<file path="config.mk">
export PLATFORM = sky130hd
export DESIGN_NAME = pipe_ctrl_flat
export DESIGN_NICKNAME = d
export VERILOG_FILES = /design/src/rtl/pipe_ctrl_pkg.sv /design/src/rtl/pipe_ctrl_if.sv /design/src/rtl/pipe_ctrl_stall_therm.sv /design/src/rtl/pipe_ctrl.sv /design/src/flat_wrapper.sv
export SDC_FILE = /design/constraint.sdc
export NUM_CORES = 1
export LEC_CHECK = 0
export CAP_MARGIN = 20
export CELL_PAD_IN_SITES_DETAIL_PLACEMENT = 1
export CELL_PAD_IN_SITES_GLOBAL_PLACEMENT = 1
export CORE_AREA = 8 8 93 95
export CTS_CLUSTER_SIZE = 16
export DETAILED_ROUTE_END_ITERATION = 16
export DIE_AREA = 0 0 101 103
export GPL_ROUTABILITY_DRIVEN = 0
export PLACE_DENSITY_LB_ADDON = 0.05
export SKIP_CTS_REPAIR_TIMING = 1
export SYNTH_ARGS = -nofsm -noshare
export SYNTH_HDL_FRONTEND = slang
export SYNTH_HIERARCHICAL = 1
export SYNTH_SLANG_ARGS = --single-unit
</file>
<file path="constraint.sdc">
create_clock -name clk -period 3.7 [get_ports clk]
set_input_delay 0.37 -clock clk [delete_from_list [all_inputs] [get_ports clk]]
set_output_delay 0.37 -clock clk [all_outputs]
set_load 0.05 [all_outputs]
</file>
<file path="src/rtl/pipe_ctrl_pkg.sv">
// Shared definitions for the jz pipeline control unit.
// Stage indices, FSM encoding and default geometry.
package pipe_ctrl_pkg;

  localparam int STG_PC  = 0;
  localparam int STG_IF  = 1;
  localparam int STG_ID  = 2;
  localparam int STG_EX  = 3;
  localparam int STG_MEM = 4;
  localparam int STG_WB  = 5;

  localparam int DEF_STAGES = 6;

  typedef enum logic [1:0] {
    ST_IDLE    = 2'd0,
    ST_MC_BUSY = 2'd1,
    ST_FLUSH   = 2'd2
  } state_t;

endpackage

</file>
<file path="src/rtl/pipe_ctrl_if.sv">
// Request/response bundle between the pipeline and pipe_ctrl.
// master = pipeline side, slave = controller side.
interface pipe_ctrl_if
  import pipe_ctrl_pkg::*;
#(
  parameter int STAGES = DEF_STAGES,
  parameter int MC_W   = 6
);

  logic [STAGES-1:0] stallreq_i;
  logic              mc_start_i;
  logic [MC_W-1:0]   mc_cycles_i;
  logic              flush_i;
  logic [31:0]       new_pc_i;

  logic [STAGES-1:0] stall_o;
  logic              flush_o;
  logic              pc_load_o;
  logic [31:0]       pc_o;
  logic              mc_busy_o;
  logic              wdog_o;

  modport master (
    output stallreq_i, mc_start_i, mc_cycles_i,
    output flush_i, new_pc_i,
    input  stall_o, flush_o, pc_load_o,
    input  pc_o, mc_busy_o, wdog_o
  );

  modport slave (
    input  stallreq_i, mc_start_i, mc_cycles_i,
    input  flush_i, new_pc_i,
    output stall_o, flush_o, pc_load_o,
    output pc_o, mc_busy_o, wdog_o
  );

endinterface

</file>
<file path="src/rtl/pipe_ctrl_stall_therm.sv">
// Priority-to-thermometer encoder: every bit at or below
// the highest set request bit is driven high.
module stall_therm #(
  parameter int STAGES = 6
) (
  input  logic [STAGES-1:0] req,
  output logic [STAGES-1:0] therm
);

  logic acc;

  always_comb begin
    acc   = 1'b0;
    therm = '0;
    for (int j = STAGES - 1; j >= 0; j--) begin
      acc      = acc | req[j];
      therm[j] = acc;
    end
  end

endmodule

</file>
<file path="src/rtl/pipe_ctrl.sv">
// Pipeline control: stall merge, multi-cycle countdown,
// registered flush/redirect and stall watchdog.
module pipe_ctrl
  import pipe_ctrl_pkg::*;
#(
  parameter int STAGES   = DEF_STAGES,
  parameter int MC_STAGE = STG_EX,
  parameter int MC_W     = 6,
  parameter int WD_W     = 8,
  parameter int WD_LIMIT = 200
) (
  input logic       clk,
  input logic       rst,
  pipe_ctrl_if.slave bus
);

  localparam logic [WD_W-1:0] WD_TRIP = WD_W'(WD_LIMIT - 1);
  localparam logic [WD_W-1:0] WD_MAX  = '1;

  state_t            state, nxt;
  logic [MC_W-1:0]   cnt, cnt_nxt;
  logic [WD_W-1:0]   wd_cnt;
  logic [31:0]       pc_q;
  logic              wdog_q;
  logic              busy;
  logic              flushing;
  logic [STAGES-1:0] req;
  logic [STAGES-1:0] therm;
  logic              stall_any;

  always_ff @(posedge clk or posedge rst) begin
    if (rst) begin
      state <= ST_IDLE;
      cnt   <= '0;
    end else begin
      state <= nxt;
      cnt   <= cnt_nxt;
    end
  end

  // flush wins over everything and kills any op in flight
  always_comb begin
    nxt     = state;
    cnt_nxt = cnt;
    if (bus.flush_i) begin
      nxt     = ST_FLUSH;
      cnt_nxt = '0;
    end else begin
      unique case (state)
        ST_IDLE: begin
          if (bus.mc_start_i && bus.mc_cycles_i != '0) begin
            nxt     = ST_MC_BUSY;
            cnt_nxt = bus.mc_cycles_i;
          end
        end
        ST_MC_BUSY: begin
          if (cnt <= MC_W'(1)) begin
            nxt     = ST_IDLE;
            cnt_nxt = '0;
          end else begin
            cnt_nxt = cnt - 1'b1;
          end
        end
        ST_FLUSH: begin
          nxt     = ST_IDLE;
          cnt_nxt = '0;
        end
        default: begin
          nxt     = ST_IDLE;
          cnt_nxt = '0;
        end
      endcase
    end
  end

  always_comb begin
    busy     = 1'b0;
    flushing = 1'b0;
    unique case (state)
      ST_MC_BUSY: busy     = 1'b1;
      ST_FLUSH:   flushing = 1'b1;
      default: ;
    endcase
  end

  always_comb begin
    req           = bus.stallreq_i;
    req[MC_STAGE] = req[MC_STAGE] | busy;
  end

  stall_therm #(.STAGES(STAGES)) u_therm (
    .req   (req),
    .therm (therm)
  );

  assign stall_any = |bus.stall_o;

  always_ff @(posedge clk or posedge rst) begin
    if (rst) begin
      pc_q <= '0;
    end else if (bus.flush_i) begin
      pc_q <= bus.new_pc_i;
    end
  end

  always_ff @(posedge clk or posedge rst) begin
    if (rst) begin
      wd_cnt <= '0;
      wdog_q <= 1'b0;
    end else begin
      if (!stall_any) begin
        wd_cnt <= '0;
      end else if (wd_cnt != WD_MAX) begin
        wd_cnt <= wd_cnt + 1'b1;
      end
      if (stall_any && wd_cnt >= WD_TRIP) begin
        wdog_q <= 1'b1;
      end
    end
  end

  assign bus.stall_o   = flushing ? '0 : therm;
  assign bus.flush_o   = flushing;
  assign bus.pc_load_o = flushing;
  assign bus.pc_o      = pc_q;
  assign bus.mc_busy_o = busy;
  assign bus.wdog_o    = wdog_q;

endmodule

</file>
<file path="src/flat_wrapper.sv">
// flat-port wrapper written by rule: the top's interface ports become plain ports
module pipe_ctrl_flat import pipe_ctrl_pkg::*;
#(
  parameter int STAGES   = DEF_STAGES,
  parameter int MC_STAGE = STG_EX,
  parameter int MC_W     = 6,
  parameter int WD_W     = 8,
  parameter int WD_LIMIT = 200
)
  (clk, rst, bus_stallreq_i, bus_mc_start_i, bus_mc_cycles_i, bus_flush_i, bus_new_pc_i, bus_stall_o, bus_flush_o, bus_pc_load_o, bus_pc_o, bus_mc_busy_o, bus_wdog_o);
  pipe_ctrl_if #(.STAGES(STAGES), .MC_W(MC_W)) bus_i ();
  input logic clk;
  input logic rst;
  input wire logic [$bits(bus_i.stallreq_i)-1:0] bus_stallreq_i;
  input wire logic [$bits(bus_i.mc_start_i)-1:0] bus_mc_start_i;
  input wire logic [$bits(bus_i.mc_cycles_i)-1:0] bus_mc_cycles_i;
  input wire logic [$bits(bus_i.flush_i)-1:0] bus_flush_i;
  input wire logic [$bits(bus_i.new_pc_i)-1:0] bus_new_pc_i;
  output wire logic [$bits(bus_i.stall_o)-1:0] bus_stall_o;
  output wire logic [$bits(bus_i.flush_o)-1:0] bus_flush_o;
  output wire logic [$bits(bus_i.pc_load_o)-1:0] bus_pc_load_o;
  output wire logic [$bits(bus_i.pc_o)-1:0] bus_pc_o;
  output wire logic [$bits(bus_i.mc_busy_o)-1:0] bus_mc_busy_o;
  output wire logic [$bits(bus_i.wdog_o)-1:0] bus_wdog_o;
  assign bus_i.stallreq_i = bus_stallreq_i;
  assign bus_i.mc_start_i = bus_mc_start_i;
  assign bus_i.mc_cycles_i = bus_mc_cycles_i;
  assign bus_i.flush_i = bus_flush_i;
  assign bus_i.new_pc_i = bus_new_pc_i;
  assign bus_stall_o = bus_i.stall_o;
  assign bus_flush_o = bus_i.flush_o;
  assign bus_pc_load_o = bus_i.pc_load_o;
  assign bus_pc_o = bus_i.pc_o;
  assign bus_mc_busy_o = bus_i.mc_busy_o;
  assign bus_wdog_o = bus_i.wdog_o;
  pipe_ctrl #(.STAGES(STAGES), .MC_STAGE(MC_STAGE), .MC_W(MC_W), .WD_W(WD_W), .WD_LIMIT(WD_LIMIT)) u_core (.clk(clk), .rst(rst), .bus(bus_i));
endmodule
</file>
=== After elaboration in Yosys (flattened, before gate mapping) ===
Cells that the tools add are included.

* Equality and inequality tests: 6
* Bitwise logic cells: 6
* Multiplexer cells: 13
* Multiply operators: 0
* Shift-type cells: 0
* Add/subtract/negate cells: 2
* Divide/modulo/power cells: 0
* Order comparisons: 2
* Reduce and logical (&&, ||, !) cells: 6

{| class="wikitable"
|+ Operators by type and width
! cell !! count
|-
| 6-bit two-way mux || 4
|-
| 8-bit two-way mux || 2
|-
| 6-bit case mux with 2 select lines || 1
|-
| 8-bit by 1-bit adder with 8-bit output, second input constant || 1
|-
| 8-bit >= comparator, second input constant || 1
|-
| 8-bit inequality test, second input constant || 1
|-
| 6-bit by 1-bit <= comparator with 1-bit output, second input constant || 1
|-
| 2-bit two-way mux || 3
|-
| 3-bit by 2-bit inequality test with 1-bit output, second input constant || 2
|-
| 1-bit bitwise OR || 6
|-
| 6-bit nonzero test || 1
|-
| 6-bit OR reduction || 1
|-
| 6-bit by 1-bit subtractor with 6-bit output, second input constant || 1
|-
| 2-bit case mux with 2 select lines || 1
|-
| 2-bit by 1-bit == test with 1-bit output, second input constant || 1
|-
| 2-bit == test, second input constant || 1
|-
| 1-bit logical AND || 2
|-
| 2-bit zero test || 1
|-
| 1-bit two-way mux || 2
|-
| 2-bit inequality test, second input constant || 1
|-
| 2-bit AND reduction || 1
|}

* Latch bits: 0
* Memories kept: 0
* Word-level logic and storage cells: 40
* ROM bits: 0
* Bits in writable memories: 0
* Register bits: 49

=== Depth between registers and ports, before layout ===
* Depth after elaboration: 10
* Mapped depth: 10

=== By module ===
The synthesis kept the hierarchy.

{| class="wikitable"
|+ Modules (own cells, without submodules)
! module !! area each (sq um) !! sequential area each (sq um) !! cells each !! instances
|-
| pipe_ctrl || 2265.9 || 1226.2 || 189 || 1
|-
| stall_therm || 52.6 || 0.0 || 7 || 1
|}

=== Worst setup path after synthesis ===
OpenSTA, ideal clock, no wires.

* Kind: register to register
* Start: reg u_core.state[0]
* End: reg u_core.wd_cnt[5]
* Cell stages (with the launch flop): 11
* Required time: 3.567 ns
* Arrival: 2.631 ns
* Buffers on the path: 2
* Setup time: 0.133 ns
* Period minus slack after synthesis: 2.763 ns
* Path slack: 0.937 ns
* Path through: dfrtp_1 > buf_2 > nand2b_1 > nand2b_1 > or3_4 > or4_1 > buf_4 > or4_4 > o31ai_4 > o21bai_1 > a31oi_1

* Word-level cells in the longest chain between the ends: 10
* Elaborated cells between the ends (all ways): 13
* Those cells by class: 3 x eq/ne; 4 x mux; 5 x bitwise; 1 x reduce/logical

{| class="wikitable"
|+ Ends and longest elaborated chain
! item !! line !! RTL
|-
| start: declaration || pipe_ctrl.sv:20 || <nowiki>state_t state, nxt;</nowiki>
|-
| start signal: assignment || pipe_ctrl.sv:36 || <nowiki>state <= nxt;</nowiki>
|-
| 2-bit by 1-bit == test with 1-bit output * || pipe_ctrl.sv:79 || <nowiki>unique case (state)</nowiki>
|-
| 1-bit two-way mux * || pipe_ctrl.sv:79 ||
|-
| 1-bit bitwise OR * || pipe_ctrl.sv:88 || <nowiki>req[MC_STAGE] = req[MC_STAGE] | busy;</nowiki>
|-
| net u_core.req[3] || pipe_ctrl.sv:27 || <nowiki>logic [STAGES-1:0] req;</nowiki>
|-
| 1-bit bitwise OR * || pipe_ctrl_stall_therm.sv:16 || <nowiki>acc = acc | req[j];</nowiki>
|-
| net u_core.therm[3] || pipe_ctrl.sv:28 || <nowiki>logic [STAGES-1:0] therm;</nowiki>
|-
| 1-bit bitwise OR * (3 in a row) || pipe_ctrl_stall_therm.sv:16 ||
|-
| net u_core.u_therm.acc || pipe_ctrl_stall_therm.sv:10 || <nowiki>logic acc;</nowiki>
|-
| 6-bit two-way mux * || pipe_ctrl.sv:122 || <nowiki>assign bus.stall_o = flushing ? '0 : therm;</nowiki>
|-
| 6-bit OR reduction * || pipe_ctrl.sv:96 || <nowiki>assign stall_any = |bus.stall_o;</nowiki>
|-
| 2-bit inequality test (no line) / 8-bit two-way mux (equally long branches) || -- ||
|-
| end signal: assignment || pipe_ctrl.sv:114 || <nowiki>wd_cnt <= wd_cnt + 1'b1;</nowiki>
|-
| end: declaration || pipe_ctrl.sv:22 || <nowiki>logic [WD_W-1:0] wd_cnt;</nowiki>
|}

Mark *: on every way through the listed nets, which the timed path passes. The rest lies on a longest branch.
A chain may end at the register's enable or synchronous reset.

=== Worst setup path in the final report ===
* Start: reg u_core.state[1]
* End: out bus_stall_o[0]

* Word-level cells in the longest chain between the ends: 8
* Elaborated cells between the ends (all ways): 10
* Those cells by class: 2 x eq/ne; 3 x mux; 5 x bitwise

{| class="wikitable"
|+ Ends and longest elaborated chain
! item !! line !! RTL
|-
| 2-bit by 1-bit == test with 1-bit output || pipe_ctrl.sv:79 ||
|-
| 1-bit two-way mux || pipe_ctrl.sv:79 ||
|-
| 1-bit bitwise OR || pipe_ctrl.sv:88 ||
|-
| net u_core.req[3] || pipe_ctrl.sv:27 ||
|-
| 1-bit bitwise OR || pipe_ctrl_stall_therm.sv:16 ||
|-
| net u_core.therm[3] || pipe_ctrl.sv:28 ||
|-
| 1-bit bitwise OR (3 in a row) || pipe_ctrl_stall_therm.sv:16 ||
|-
| net u_core.therm[0] || pipe_ctrl.sv:28 ||
|-
| 6-bit two-way mux || pipe_ctrl.sv:122 ||
|-
| end: declaration || flat_wrapper.sv:19 || <nowiki>output wire logic [$bits(bus_i.stall_o)-1:0] bus_stall_o;</nowiki>
|}

The timed path passes the listed nets, and every way through them passes these cells.

==> summary.md <==
| Metric | Value |
|---|---|
| Post-DR wirelength/cell | 16.6 um |
| PwrDens | 409 mW/mm2 |
| Top_reg_cell synth | dfrtp_1 |
| Comb power frac | 30.9% |
| Seq/Total Area, Yosys | 52.9% |
| Vias in the first global route | 2,076 |
| Die area | 0.0104 mm2 |
| P_leak | 1.36 nW |
| Kind of critical path | reg -> out |
| Worst Hold Class | in -> async |
| Post-Layout Cell Count | 383 |
| # IOs | 90 |
| Unrepaired setup endpoints after global routing | no |
| Syn avg cell area | 11.8 um2 |
| Final worst slack | 0.546 ns |
| Initial DRC count | 41 |
| Count of cell types in the netlist | 43 |
| Rel. slew slack | 40.8% |
| Drt drc | 0 |
| Fmax achieved | 317 MHz |
| Post-Syn Nets | 247 |
| WL final | 6.36 mm |
| Detail Placement HPWL | 4.60 mm |
| Core Footprint | 0.00714 mm2 |
| Antenna-violating nets left | 0 |
| Tmin final | 3.15 ns |
| Sink Count | 49 |
| Ys async rst share | 100% |
| Worst-Margin Slew | 0.888 ns |
| Post-Syn Area | 0.00232 mm2 |
| Clock share of power | 24.8% |
| GRT Total Usage | 12.8% |
| Antenna diodes | 0 |
| CP Launch Type | register |
| CTS tree | yes |
| Placed insts | 374 |
| Design Area, Final | 0.00340 mm2 |
| Final Max Tran Viols | 0 |
| Final setup fails | 0 |
| First-pass DRT Iterations | 4 |
| IO buf count | 89 |
| GR Overflow Total | 0 |
| Clk pin slew, worst setup/hold paths | 0.10 ns |
| First-pass GRT wire length | 10.4 mm |
| CTS Buffer Depth | 2 |
| Max-cap violations | 0 |
| Post-synth EDFFs | 0 |
| R2R cell count | 8 |
| Initial antenna violation count | 0 |
| Post-Syn Instances | 196 |
| CTS root buffer | clkbuf_8 |
| Crit. End Element | output port |
| Worst Clk Skew | 0.00876 ns |
| Crit path from | u_core/state[1]$_DFFE_PP0P_ |
| Pint | 0.912 mW |
| Starting density of the core | 32.5% |
| Clk_lat worst skew | 0.30 ns |
| Placed cell areas | 0.00328 mm2 |
| Share of layout cells above drive strength 1 | 19.0% |
| Vias per cell | 4.88 |
| Net Switching | 0.478 mW |
| P&R area growth vs syn | 46.5% |
| Final Hold Fails | 0 |
| Outcome | completed |
| # rows | 31 |
| Fin Setup TNS | 0 ns |
| Peak supply drop | 0.000240 V |
| Sequential power share | 44.3% |
| Utilization after layout | 47.6% |
| Crit-path max FO | 8 |
| Layout net count | 334 |
| CTS Buf Count | 5 |
| Register bit count reported by yosys | 49 |
| Vias | 1,869 |
| Fin crit share | 85.2% |
| Pre-CTS WS | 0.657 ns |
| Sw Share | 34.4% |
| Required time worst endpoint | 3.33 ns |
| Horiz. Die Dim | 101 um |
| Total number of yosys warnings | 6 |
| H-tree Lvls | 2 |
| Worst hold slack | 0.282 ns |
| Largest net degree at the start of global routing | 50 |
| Overall power | 1.39 mW |
| DIE HEIGHT | 103 um |
| Arrival time at the worst endpoint | 2.78 ns |
| R2r startpoint | u_core/state[1]$_DFFE_PP0P_ |
Yosys cell counts (all sizes together), types with 2 or more instances:
library cell	n	share of area (%)
mux2	32	16
a31o	2	0.76
o32ai	2	0.76
or4	2	0.81
buf	5	1.3
a31oi	4	1.1
nand2b	4	1.1
inv	7	1.1
nor2	11	1.8
clkbuf	5	0.81
nand3	3	0.65
nand2	6	0.97
a211oi	5	1.6
or2	3	0.81
and2	9	2.4
o21ai	3	0.65
ha	3	1.6
nor3	5	1.1
a32oi	2	0.76
and4	2	0.76
a21oi	10	2.2
or3	6	1.9
dfrtp	49	53
nor4	2	1.2
o21bai	2	0.65
registers in the layout, summed over array words and instances, names as in the netlist:
register	cells
u_core/bus.wdog_o	1
u_core/state	2
u_core/cnt	6
u_core/bus.pc_o	32
u_core/wd_cnt	8
kinds of logic (layout without fill, tap and decap cells):
logic type	count (synthesis)	in the layout	share of synthesized area (%)
simple gates	57	57	14.6
fa+ha+maj	3	3	1.62
flops	49	49	52.9
buf+inv	17	105	3.29
xor+xnor	1	1	0.378
compound gates	36	36	11.3
mux	33	33	16.0
routing by layer:
layer  vias to the layer above  share of wire [%]  global-route usage (%)
met3                         2                 14                    8.98
met5                         -                  0                       0
met4                         0               0.36                    2.41
met1                       918                 42                    14.5
li1                        883                  -                       -
met2                        66                 44                    19.4
path summary, 6_finish.rpt:
| kind | slack, ns | end |
|---|---|---|
| setup / recovery | 0.55 | bus_stall_o[0] |
| hold / removal | 0.28 | u_core/bus.pc_o[20]$_DFFE_PP0P_ |
| setup reg to reg | 0.75 | u_core/wd_cnt[5]$_DFFE_PP0P_ |
| hold reg to reg | 0.49 | u_core/bus.wdog_o$_DFFE_PP0P_ |
| max in group asynchronous | 2.93 | u_core/wd_cnt[0]$_DFFE_PP0P_ |
| min in group clk | 0.49 | u_core/bus.wdog_o$_DFFE_PP0P_ |
worst max-delay path, cell delays in order, from the launching register on:
cell and delay (ns):
dfrtp_1 0.50, nand2b_1 0.27, nand2b_1 0.09, or3_4 0.35, or4_1 0.43, and2_1 0.15
clkdlybuf4s50_1 0.69
layout by cell type, fill, tap and decap left out, drive strengths merged, types with 3 or more instances in the layout:
| master | n |
|---|---|
| inv | 8 |
| clkdlybuf4s50 | 88 |
| ha | 3 |
| nand3 | 3 |
| o21ai | 3 |
| clkbuf | 6 |
| a211oi | 5 |
| nand2b | 4 |
| or3 | 6 |
| nand2 | 6 |
| and2 | 9 |
| nor2 | 11 |
| mux2 | 32 |
| or2 | 3 |
| a21oi | 10 |
| a31oi | 4 |
| dfrtp | 49 |
| nor3 | 5 |
power groups by stage:
stage,clock (mW),sequential (mW),combinational (mW)
after global routing,0.386,0.623,0.457
final,0.345,0.616,0.429
after detailed placement,0,0.625,0.430
after global placement,0,0.623,0.431
after floorplan,0,0.744,0.141
after CTS,0.362,0.616,0.432
final cells by class:
| class | instances | area (um2) |
|---|---|---|
| multi-input combinational | 130 | 1020 |
| clock inverter | 2 | 16.3 |
| timing repair buffer | 90 | 906 |
| fill | 794 | 3740 |
| tap | 99 | 124 |
| inverter | 7 | 26.3 |
| sequential | 49 | 1230 |
| clock buffer | 6 | 82.6 |
No activity file was read; power rests on OpenSTA's default activity.
